<file path="src/rtl/cla_pkg.sv">
// Shared constants and FSM state encoding for the serial carry-lookahead adder.
package cla_pkg;

  localparam int NIBBLE_W = 4;

  typedef enum logic [1:0] {
    IDLE = 2'd0,
    ADD  = 2'd1,
    DONE = 2'd2
  } state_t;

endpackage

</file>
<file path="src/rtl/cla4_slice.sv">
// Combinational 4-bit carry-lookahead slice: every carry is formed directly
// from generate/propagate terms and the slice carry-in, with no rippling.
module cla4_slice
  import cla_pkg::*;
(
  input  logic [NIBBLE_W-1:0] a,
  input  logic [NIBBLE_W-1:0] b,
  input  logic                ci,
  output logic [NIBBLE_W-1:0] s,
  output logic                co
);

  logic [NIBBLE_W-1:0] g;
  logic [NIBBLE_W-1:0] p;
  logic [NIBBLE_W-1:0] c;

  assign g = a & b;
  assign p = a ^ b;

  assign c[0] = ci;
  assign c[1] = g[0] | (p[0] & ci);
  assign c[2] = g[1] | (p[1] & g[0]) | (p[1] & p[0] & ci);
  assign c[3] = g[2] | (p[2] & g[1]) | (p[2] & p[1] & g[0])
              | (p[2] & p[1] & p[0] & ci);
  assign co   = g[3] | (p[3] & g[2]) | (p[3] & p[2] & g[1])
              | (p[3] & p[2] & p[1] & g[0]) | (p[3] & p[2] & p[1] & p[0] & ci);

  assign s = p ^ c;

endmodule

</file>
<file path="src/rtl/serial_cla_adder.sv">
// Multi-cycle adder: one shared 4-bit lookahead slice walks the operands a
// nibble per clock, carrying between slices through a register.
module serial_cla_adder
  import cla_pkg::*;
#(
  parameter  int NIBBLES = 4,
  localparam int W       = NIBBLE_W * NIBBLES
) (
  input  logic         clk,
  input  logic         rst,
  input  logic         in_valid,
  output logic         in_ready,
  input  logic [W-1:0] a,
  input  logic [W-1:0] b,
  input  logic         cin,
  output logic         out_valid,
  input  logic         out_ready,
  output logic [W-1:0] sum,
  output logic         cout,
  output logic         overflow
);

  localparam int IDX_W = (NIBBLES > 1) ? $clog2(NIBBLES) : 1;
  localparam logic [IDX_W-1:0] LAST_IDX = IDX_W'(NIBBLES - 1);

  state_t               state;
  state_t               next_state;
  logic [W-1:0]         op_a;
  logic [W-1:0]         op_b;
  logic                 carry;
  logic [IDX_W-1:0]     idx;
  logic [NIBBLE_W-1:0]  slice_a;
  logic [NIBBLE_W-1:0]  slice_b;
  logic [NIBBLE_W-1:0]  slice_s;
  logic                 slice_co;
  logic                 last_slice;

  assign slice_a    = op_a[idx*NIBBLE_W +: NIBBLE_W];
  assign slice_b    = op_b[idx*NIBBLE_W +: NIBBLE_W];
  assign last_slice = (idx == LAST_IDX);

  cla4_slice u_slice (
    .a  (slice_a),
    .b  (slice_b),
    .ci (carry),
    .s  (slice_s),
    .co (slice_co)
  );

  // State register
  always_ff @(posedge clk) begin
    if (rst) begin
      state <= IDLE;
    end else begin
      state <= next_state;
    end
  end

  // Next-state logic
  always_comb begin
    next_state = state;
    case (state)
      IDLE: begin
        if (in_valid) next_state = ADD;
        else          next_state = IDLE;
      end
      ADD: begin
        if (last_slice) next_state = DONE;
        else            next_state = ADD;
      end
      DONE: begin
        if (out_ready) next_state = IDLE;
        else           next_state = DONE;
      end
      default: next_state = IDLE;
    endcase
  end

  // Handshake decodes come only from the state register
  always_comb begin
    in_ready  = 1'b0;
    out_valid = 1'b0;
    case (state)
      IDLE:    in_ready  = 1'b1;
      DONE:    out_valid = 1'b1;
      default: begin
        in_ready  = 1'b0;
        out_valid = 1'b0;
      end
    endcase
  end

  // Operand capture and per-nibble accumulation; results persist through IDLE
  always_ff @(posedge clk) begin
    if (rst) begin
      op_a     <= '0;
      op_b     <= '0;
      carry    <= 1'b0;
      idx      <= '0;
      sum      <= '0;
      cout     <= 1'b0;
      overflow <= 1'b0;
    end else begin
      case (state)
        IDLE: begin
          if (in_valid) begin
            op_a  <= a;
            op_b  <= b;
            carry <= cin;
            idx   <= '0;
          end
        end
        ADD: begin
          sum[idx*NIBBLE_W +: NIBBLE_W] <= slice_s;
          carry                         <= slice_co;
          if (last_slice) begin
            cout     <= slice_co;
            overflow <= (op_a[W-1] == op_b[W-1]) && (slice_s[NIBBLE_W-1] != op_a[W-1]);
          end else begin
            idx <= idx + IDX_W'(1);
          end
        end
        default: begin
        end
      endcase
    end
  end

endmodule

</file>
<file path="config.mk">
export PLATFORM = sky130hd
export DESIGN_NAME = serial_cla_adder
export DESIGN_NICKNAME = d
export VERILOG_FILES = /design/src/rtl/cla_pkg.sv /design/src/rtl/cla4_slice.sv /design/src/rtl/serial_cla_adder.sv
export SDC_FILE = /design/constraint.sdc
export NUM_CORES = 1
export LEC_CHECK = 0
export BUFFER_PORTS_ARGS = -buffer_cell sky130_fd_sc_hd__buf_2
export CAP_MARGIN = 30
export CELL_PAD_IN_SITES_DETAIL_PLACEMENT = 1
export CELL_PAD_IN_SITES_GLOBAL_PLACEMENT = 2
export CORE_MARGIN = 1
export CORE_UTILIZATION = 33
export CTS_BUF_LIST = sky130_fd_sc_hd__clkbuf_8 sky130_fd_sc_hd__clkbuf_16
export CTS_CLUSTER_SIZE = 12
export DETAILED_ROUTE_END_ITERATION = 6
export PLACE_DENSITY = 0.79
export SKIP_LAST_GASP = 1
export SLEW_MARGIN = 20
export SYNTH_ARGS = -nofsm -noshare
export SYNTH_HDL_FRONTEND = slang
export SYNTH_SLANG_ARGS = --single-unit
</file>
<file path="constraint.sdc">
create_clock -name clk -period 7.75 [get_ports clk]
set_input_delay 0.775 -clock clk [delete_from_list [all_inputs] [get_ports clk]]
set_output_delay 0.775 -clock clk [all_outputs]
set_load 0.02 [all_outputs]
</file>
== Word level (Yosys, flattened, before mapping) ==
Cells that the tools add are included.

* Memory bits (read-only): 0
* Logic and storage cells: 69
* Bits in latches: 0
* Bits in writable memories: 0
* Bits of input ports: 37
* Output and inout port bits: 20
* Memories kept: 0
* Bits in registers: 55

* Reductions and logical operators: 7
* Divide/modulo/power cells: 0
* Shift-type cells: 4
* Multiplexer cells: 12
* $mul: 0
* Order comparisons: 0
* Add/subtract/negate cells: 2
* Bitwise logic cells: 29
* Equality and inequality tests: 7

{| class="wikitable"
|+ Operators by type and width
! operator !! count
|-
| negator 4 -> 34 bit || 1
|-
| variable shift 4 x 34 -> 16 bit (first input constant) || 1
|-
| variable part select 4 x 34 -> 16 bit || 1
|-
| variable part select 16 x 5 -> 4 bit || 2
|-
| AND 1 bit || 16
|-
| bitwise mux 16 bit || 1
|-
| bitwise OR 1 bit || 10
|-
| two-way mux 2 bit || 4
|-
| XOR 4 bit || 2
|-
| case mux 2 bit (3 select lines) || 1
|-
| AND reduction 2 bit || 3
|-
| AND 4 bit || 1
|-
| equality test 2 bit (second input constant) || 2
|-
| two-way mux 1 bit || 4
|-
| != test 2 bit (second input constant) || 2
|-
| case mux 2 bit (2 select lines) || 1
|-
| AND reduction 3 bit || 1
|-
| adder 2 x 1 -> 2 bit (second input constant) || 1
|-
| equality test 2 x 1 -> 1 bit (second input constant) || 1
|-
| zero test 2 bit || 1
|-
| case mux 1 bit (2 select lines) || 1
|-
| nonzero test 2 bit || 1
|-
| equality test 1 bit || 1
|-
| logical AND 1 bit || 1
|-
| != test 1 bit || 1
|}

== Longest topological paths before layout ==
Gate-level depths: netlist (run 1).

* Depth in word-level cells: 9
* Gate-level depth with buffers: 8
* Mapped depth without buffers: 7

== By module ==
A second synthesis (run 1) with hierarchy kept.

* Cell total of the unflattened synthesis: 286
* Area, all modules: 2592.5 µm²

{| class="wikitable"
|+ By module, submodules not included
! module !! sequential area each (µm²) !! area an instance (µm²) !! cells each !! times used
|-
| serial_cla_adder || 1101.1 || 2444.8 || 269 || 1
|-
| cla4_slice || 0.0 || 147.6 || 17 || 1
|}

== Worst setup path after synthesis (run 1) ==
OpenSTA, ideal clock, no wires.

* Path type: flip-flop to flip-flop
* Start point: register idx[0]
* End point: register overflow
* Slack: 5.129 ns
* Period minus slack after synthesis: 2.621 ns
* Library setup time: 0.091 ns
* Required time: 7.659 ns
* Stages on the path, launching flop included: 9
* Path buffers: 1
* Data arrival time: 2.530 ns
* Path through: dfxtp_1 buf_2 mux4_2 ha_1 a41oi_1 o21ai_1 xor2_1 nand2_1 a311oi_1

* Longest elaborated chain between the ends: 9
* Elaborated cells on any way between the ends: 17
* Those cells by class: eq/ne (2); shift (2); bitwise (11); reduce/logical (2)

{| class="wikitable"
|+ RTL lines
! element !! line !! source
|-
| start: declaration || serial_cla_adder.sv:31 || <nowiki>logic [IDX_W-1:0] idx;</nowiki>
|-
| start signal: assignment || serial_cla_adder.sv:120 || <nowiki>idx <= idx + IDX_W'(1);</nowiki>
|-
| variable part select 16 x 5 -> 4 bit (on tied branches) || serial_cla_adder.sv:38, serial_cla_adder.sv:39 ||
|-
| XOR 4 bit / AND 4 bit (equally long branches) || cla4_slice.sv:18, cla4_slice.sv:17 ||
|-
| AND 1 bit (on tied branches) || cla4_slice.sv:23, cla4_slice.sv:24 ||
|-
| bitwise OR 1 bit (tied with other cells) || cla4_slice.sv:23 || <nowiki>assign c[3] = g[2] | (p[2] & g[1]) | (p[2] & p[1] & g[0])</nowiki>
|-
| bitwise OR 1 bit / AND 1 bit (equally long branches) || cla4_slice.sv:23, cla4_slice.sv:24 ||
|-
| bitwise OR 1 bit || cla4_slice.sv:24 || <nowiki>| (p[2] & p[1] & p[0] & ci);</nowiki>
|-
| XOR 4 bit || cla4_slice.sv:28 || <nowiki>assign s = p ^ c;</nowiki>
|-
| != test 1 bit || serial_cla_adder.sv:118 || <nowiki>overflow <= (op_a[W-1] == op_b[W-1]) && (slice_s[NIBBLE_W-1] != op_a[W-1]);</nowiki>
|-
| logical AND 1 bit || serial_cla_adder.sv:118 ||
|-
| end signal: assignment || serial_cla_adder.sv:118 ||
|-
| end: declaration || serial_cla_adder.sv:20 || <nowiki>output logic overflow</nowiki>
|}

Several ways; a longest one is shown, not always the timed one.
A chain may end at the register's enable or synchronous reset.

== Final worst setup path (run 1) ==
Ends and elaborated chain as after synthesis.

==> results of run 1 <==
-- power groups by stage --
| stage | logic, mW | registers [mW] | clock network, mW |
|---|---|---|---|
| CTS | 0.0868 | 0.307 | 0.175 |
| global placement | 0.0797 | 0.313 | 0 |
| finish | 0.0849 | 0.306 | 0.170 |
| detailed placement | 0.0867 | 0.313 | 0 |
| global route | 0.0950 | 0.309 | 0.189 |
| floorplan | 0.0580 | 0.308 | 0 |
-- worst register-to-register path, cell delays in order (launching register included) --
cell,delay (ns)
dfxtp_1,0.91
mux4_2,0.63
ha_1,0.37
a41oi_1,0.25
o21ai_1,0.14
xor2_1,0.45
nand2_1,0.10
a311oi_1,0.27
-- kinds of logic after synthesis --
| family | Yosys count |
|---|---|
| mux | 9 |
| simple gates | 106 |
| xor+xnor | 3 |
| buf+inv | 20 |
| compound gates | 63 |
| flops | 55 |
| fa+ha+maj | 12 |
-- final cells by class --
class | count | area, um^2
flip-flops and latches | 55 | 1100
repair buffers | 59 | 343
inverters | 5 | 18.8
fillers | 900 | 4260
well taps | 99 | 124
multi-input cells | 193 | 1260
clock buffers | 7 | 96.3
clock inverters | 1 | 3.75
-- worst max-delay path by stage --
stage                                        to                start  cells past startpoint
after floorplan           overflow$_SDFFE_PP0P_  idx[0]$_SDFFE_PP0P_                      8
after global placement    overflow$_SDFFE_PP0P_  idx[0]$_SDFFE_PP0P_                      7
after detailed placement  overflow$_SDFFE_PP0P_  idx[0]$_SDFFE_PP0P_                      7
after CTS                 overflow$_SDFFE_PP0P_  idx[0]$_SDFFE_PP0P_                      7
after global routing      overflow$_SDFFE_PP0P_  idx[0]$_SDFFE_PP0P_                      7
final                     overflow$_SDFFE_PP0P_  idx[0]$_SDFFE_PP0P_                      7
-- metrics by stage --
stage                     utilization (%)  instances  hold WS, ns  worst slack [ns]
after detailed placement             39.5        411        0.453              4.52
after global placement               38.8        409        0.446              4.69
after global routing                 40.9        419        0.484              4.24
final                                40.9        419        0.459              4.53
after floorplan                         -        268        0.433              5.13
after CTS                            40.9        419        0.466              4.50
-- cell usage after synthesis (2+ instances only) --
cell type	count	share of area, %
nand2_1	70	11
dfxtp_1	55	45
a21oi_1	39	8.0
nor2_1	23	3.5
a22oi_1	16	4.9
clkbuf_1	12	1.8
ha_1	11	5.6
mux4_2	8	7.4
inv_1	5	0.77
a211oi_1	3	0.92
nor4b_4	3	2.9
and2_1	2	0.51
nor2b_1	2	0.51
xor2_1	2	0.72
-- sequential cells by signal, summed over array words and instances (netlist names) --
name / cells
cout: 1
carry: 1
sum: 16
state: 2
idx: 2
overflow: 1
op_b: 16
op_a: 16
-- routing by layer --
layer  up-vias  part of all wire (%)  routed length, um
met5         -                     0                  0
met1       972                    48               2930
li1       1025                     -                  -
met4         0                   1.1                 67
met3         6                   3.3                199
met2        40                    47               2880
==> qor.txt, run 1 <==
status - complete, no violations
reg-to-reg endpoint - overflow$_SDFFE_PP0P_
fin area - 2950 um^2
final slew viol count - 0
hold path startpoint - op_b[1]$_SDFFE_PP0P_
Avg Cell Area, Syn - 9.12 um^2
Synth Flop Type - dfxtp_1
layout cells sized above 1 - 25.0%
max-cap viol count - 0
Via Count - 2,043
worst-skew pair later-pin latency - 0.30 ns
CTS Root Cell - clkbuf_8
sequential share of power - 54.6%
Post-CTS Setup Repair Bufs - 0
hold_buf cts - 0
Worst setup EP type - flip-flop
crit share post-route - 41.5%
mapped cell area - 2440 um^2
crit path buf inv count - 0
area share of and/or/nand/nor cells after synthesis - 20.9%
Hold Crit Depth - 2
maximum clock rate - 0.311 GHz
port bufs - 56
Via-to-Cell Ratio - 4.88
# nets final - 368
largest net degree at the start of global routing - 36
CP max stage delay - 0.91 ns
Die Wd - 88.1 um
Final ANT Viol Nets - 0
Reg clk slew, reported paths - 0.10 ns
Post-CTS Resized - 0
unrepaired setup endpoints after global routing - no
Sw Share - 26.7%
largest family of logic cells by synthesized area - simple AND/OR/NAND/NOR gates
H-tree depth - 2
CP delay by family, top - flip-flops
met3 Use GR - 2.73%
Pint - 0.411 mW
CTS max path bufs - 2
1st-iter DRT viols - 115
Clock Skews - 0.00813 ns
Yosys warnings - 0
Max FO, Critical Path - 15
reg-to-reg setup timing slack - 4.53 ns
Hold Crit Endpoint - op_b[1]$_SDFFE_PP0P_
Placed Area - 2850 um^2
Mapped Cells - 268
WL final - 6080 um
CP Class - flip-flop to flip-flop
die height - 88.1 um
IR drop worst, VDD - 0.0000837 V
final hold violation count - 0
Pwr Total - 0.561 mW
GRT Max-Usage Layer - met2
R2R depth - 7
GRT Resource Usage Total - 17.4%
NetSw - 0.150 mW
M2 GR Usage - 28.8%
Area growth syn-to-layout - 20.8%
antenna cells - 0
data arrival time of the worst path - 3.43 ns
vias in the first global route - 2,086
DRC Markers - 0
Routability Congestion - 0.795
Synth Area in Adders - 6.45%
post-synthesis mux area share - 7.78%
num rows - 31
post-synthesis cell type count - 31
first-pass GRT wire length - 10,300 um
Critical Path RT - 7.96 ns
CP startpoint kind - flip-flop
Post-Synthesis Net Count - 317
post-synthesis compound-gate area fraction - 15.3%
# IOs - 57
CTS tree - built
Async SR Flop Fraction - 0%
crit-path cells - mux4_2 -> ha_1 -> a41oi_1 -> o21ai_1 -> xor2_1 -> nand2_1 -> a311oi_1
initial antenna violation count - 0
Core Box Area - 7210 um^2
relative slew slack - 40.9%
Initial Util - 33.9%
setup TNS - 0 ns
HP Class - flip-flop to flip-flop
# setup viols final - 0
drt pass-1 iters - 4
met1 Resource Use GR - 23.3%
routed length per placed instance - 14.5 um
most frequent cells in the layout - nand2_1, buf_2, dfxtp_1
HPWL after detailed placement - 4550 um
commonest non-fill, non-tap cell in the layout - nand2_1
total gr overflow - 0
Seq/Total Area, Yosys - 45.1%
leakage - 1.24 nW
xor/xnor share of the synthesized area - 1.08%
Clk network pwr share - 30.3%
area of the die - 7750 um^2
power share of the combinational group - 15.1%
Tightest Pin Transition - 0.885 ns
Cell Pwr Density - 190 nW/um^2
Crit-path slowest cell - dfxtp_1
clock tree sinks - 55
FF+latch count, synth - 55
minimum clock period - 3.22 ns
R2R Path Start - idx[0]$_SDFFE_PP0P_
number of synthesized flops with an enable pin - 0
Num CTS Buffers - 5
(Power assumes the default switching activity.)
==> run 2, diff against run 1 <==
CORE_UTILIZATION = 29   (was 33)
PLACE_DENSITY = 0.74   (was 0.79)
clock period = 2.9 ns   (was 7.75 ns; I/O delays follow)
==> qor.txt, run 2 (synthesized netlist as in run 1, its figures left out) <==
relative slew slack - 62.9% (was 40.9%)
biggest regs - op_a (16), op_b (16), sum (16) (unchanged)
HPWL after detailed placement - 4610 um (was 4550 um)
Via-to-Cell Ratio - 4.77 (was 4.88)
wire length on met3 - 251 um (was 199 um)
register area - 1100 um^2 (unchanged)
crit share post-route - 88.5% (was 41.5%)
most frequent cells in the layout - nand2_1, buf_2, dfxtp_1 (unchanged)
die height - 93.8 um (was 88.1 um)
R2R depth - 8 (was 7)
WL final - 6070 um (was 6080 um)
IR drop worst, VDD - 0.000191 V (was 0.0000837 V)
hold_buf cts - 0 (unchanged)
routed length per placed instance - 14.2 um (was 14.5 um)
fillers - 986 (was 900)
CTS max path bufs - 2 (unchanged)
CTS tree - built (unchanged)
Tightest Pin Transition - 0.555 ns (was 0.885 ns)
Post-CTS Resized - 0 (unchanged)
Num CTS Buffers - 5 (unchanged)
port bufs - 56 (unchanged)
Top Metal Used - met4 (unchanged)
Final ANT Viol Nets - 0 (unchanged)
# nets final - 370 (was 368)
area of the die - 8800 um^2 (was 7750 um^2)
final slew viol count - 0 (unchanged)
HP Class - primary input to flip-flop (was flip-flop to flip-flop)
vias in the first global route - 2,061 (was 2,086)
# setup viols final - 0 (unchanged)
Layout Cells excl Fill - 427 (was 419)
antenna cells - 0 (unchanged)
CP startpoint - idx[0]$_SDFFE_PP0P_ (unchanged)
CP startpoint kind - flip-flop (unchanged)
total gr overflow - 0 (unchanged)
layout cells sized above 1 - 25.8% (was 25.0%)
Reg clk slew, reported paths - 0.10 ns (about the same)
GRT Resource Usage Total - 14.9% (was 17.4%)
commonest non-fill, non-tap cell in the layout - nand2_1 (unchanged)
minimum clock period - 2.57 ns (was 3.22 ns)
first-pass GRT wire length - 10,000 um (was 10,300 um)
CTS Root Cell - clkbuf_8 (unchanged)
1st-iter DRT viols - 66 (was 115)
reg-to-reg endpoint - sum[11]$_SDFFE_PP0P_ (was overflow$_SDFFE_PP0P_)
H-tree depth - 2 (unchanged)
setup TNS - 0 ns (unchanged)
DRC Markers - 0 (unchanged)
fin worst setup slack - 0.333 ns (was 4.53 ns)
unrepaired setup endpoints after global routing - no (unchanged)
area of the multi-input gates - 1260 um^2 (unchanged)
data arrival time of the worst path - 2.78 ns (was 3.43 ns)
wl on met1 - 2890 um (was 2930 um)
Clock Skews - 0.00918 ns (was 0.00813 ns)
Routability Congestion - 0.760 (was 0.795)
leakage - 1.25 nW (was 1.24 nW)
maximum clock rate - 0.390 GHz (was 0.311 GHz)
Area growth syn-to-layout - 21.6% (was 20.8%)
status - complete, no violations (unchanged)
num rows - 33 (was 31)
met2 wire len - 2890 um (was 2880 um)
DP Worst Slack - 0.316 ns (was 4.52 ns)
Worst setup EP type - flip-flop (unchanged)
Max FO, Critical Path - 8 (was 15)
CP Capture Point - sum[11]$_SDFFE_PP0P_ (was overflow$_SDFFE_PP0P_)
# IOs - 57 (unchanged)
final hold violation count - 0 (unchanged)
Via Count - 2,035 (was 2,043)
worst-skew pair later-pin latency - 0.31 ns (was 0.30 ns)
initial antenna violation count - 0 (unchanged)
clock tree sinks - 55 (unchanged)
Core Box Area - 8180 um^2 (was 7210 um^2)
Critical Path RT - 3.11 ns (was 7.96 ns)
R2R Path Start - idx[0]$_SDFFE_PP0P_ (unchanged)
Cell Pwr Density - 530 nW/um^2 (was 190 nW/um^2)
Die Wd - 93.8 um (was 88.1 um)
Post-CTS Setup Repair Bufs - 0 (unchanged)
max-cap viol count - 0 (unchanged)
drt pass-1 iters - 4 (unchanged)
placed cell count - 419 (was 411)
Initial Util - 29.9% (was 33.9%)
CP Class - flip-flop to flip-flop (unchanged)
largest net degree at the start of global routing - 34 (was 36)
reg-to-reg setup timing slack - 0.33 ns (was 4.53 ns)
## run 2: cell count changes in the layout (fill, tap and decap cells not counted), sizes merged
| cell | change |
|---|---|
| clkinv | +1 |
| inv | -1 |
| clkbuf | -1 |
| bufinv | +1 |
| buf | +2 |
## run 2: through the flow
step	utilization [%]	hold slack [ns]	cell area [um^2]	power, mW
floorplan	-	0.426	2440	0.978
global placement	34.6	0.447	2830	1.06
detailed placement	34.9	0.449	2850	1.07
CTS	36.3	0.204	2970	1.60
global route	36.3	0.207	2970	1.65
finish	36.3	0.208	2970	1.58
## run 2: layer usage
| layer | track usage [%] | vias to the layer above |
|---|---|---|
| met4 | 3.72 | 0 |
| li1 | - | 1023 |
| met3 | 3.32 | 5 |
| met2 | 24.6 | 41 |
| met5 | 0 | - |
| met1 | 19.5 | 966 |
## run 2: worst min path at each step
stage / startpoint / end / slack, ns / depth (start not counted)
3_5_place_dp: op_a[0]$_SDFFE_PP0P_ / op_a[0]$_SDFFE_PP0P_ / 0.45 / 2
2_1_floorplan: a[0] / op_a[0]$_SDFFE_PP0P_ / 0.43 / 2
4_1_cts: a[8] / op_a[8]$_SDFFE_PP0P_ / 0.20 / 3
3_3_place_gp: op_b[2]$_SDFFE_PP0P_ / op_b[2]$_SDFFE_PP0P_ / 0.45 / 2
6_report: a[14] / op_a[14]$_SDFFE_PP0P_ / 0.21 / 3
5_1_grt: a[14] / op_a[14]$_SDFFE_PP0P_ / 0.21 / 3
## run 2: final cells by class
class / instances / share of cell area (%)
repair buffers: 61 / 11.4
clock inverters: 2 / 1.18
multi-input cells: 193 / 42.6
flip-flops and latches: 55 / 37.1
clock buffers: 6 / 2.78
inverters: 5 / 0.632
well taps: 105 / 4.42
## run 2: critical path, stage by stage (launching register included)
cell     delay (ns)
dfxtp_1        0.61
mux4_2         0.58
ha_1           0.37
a41oi_1        0.23
o21ai_1        0.13
xor2_1         0.17
buf_4          0.17
a22oi_1        0.17
nor2_1         0.06
## run 2: where the power goes
group	total, mW	leakage [nW]	switching, mW	internal (mW)
clock	0.533	0.0612	0.253	0.280
sequential	0.814	0.449	0.0272	0.787
combinational	0.229	0.742	0.133	0.0967
total	1.58	1.25	0.413	1.16
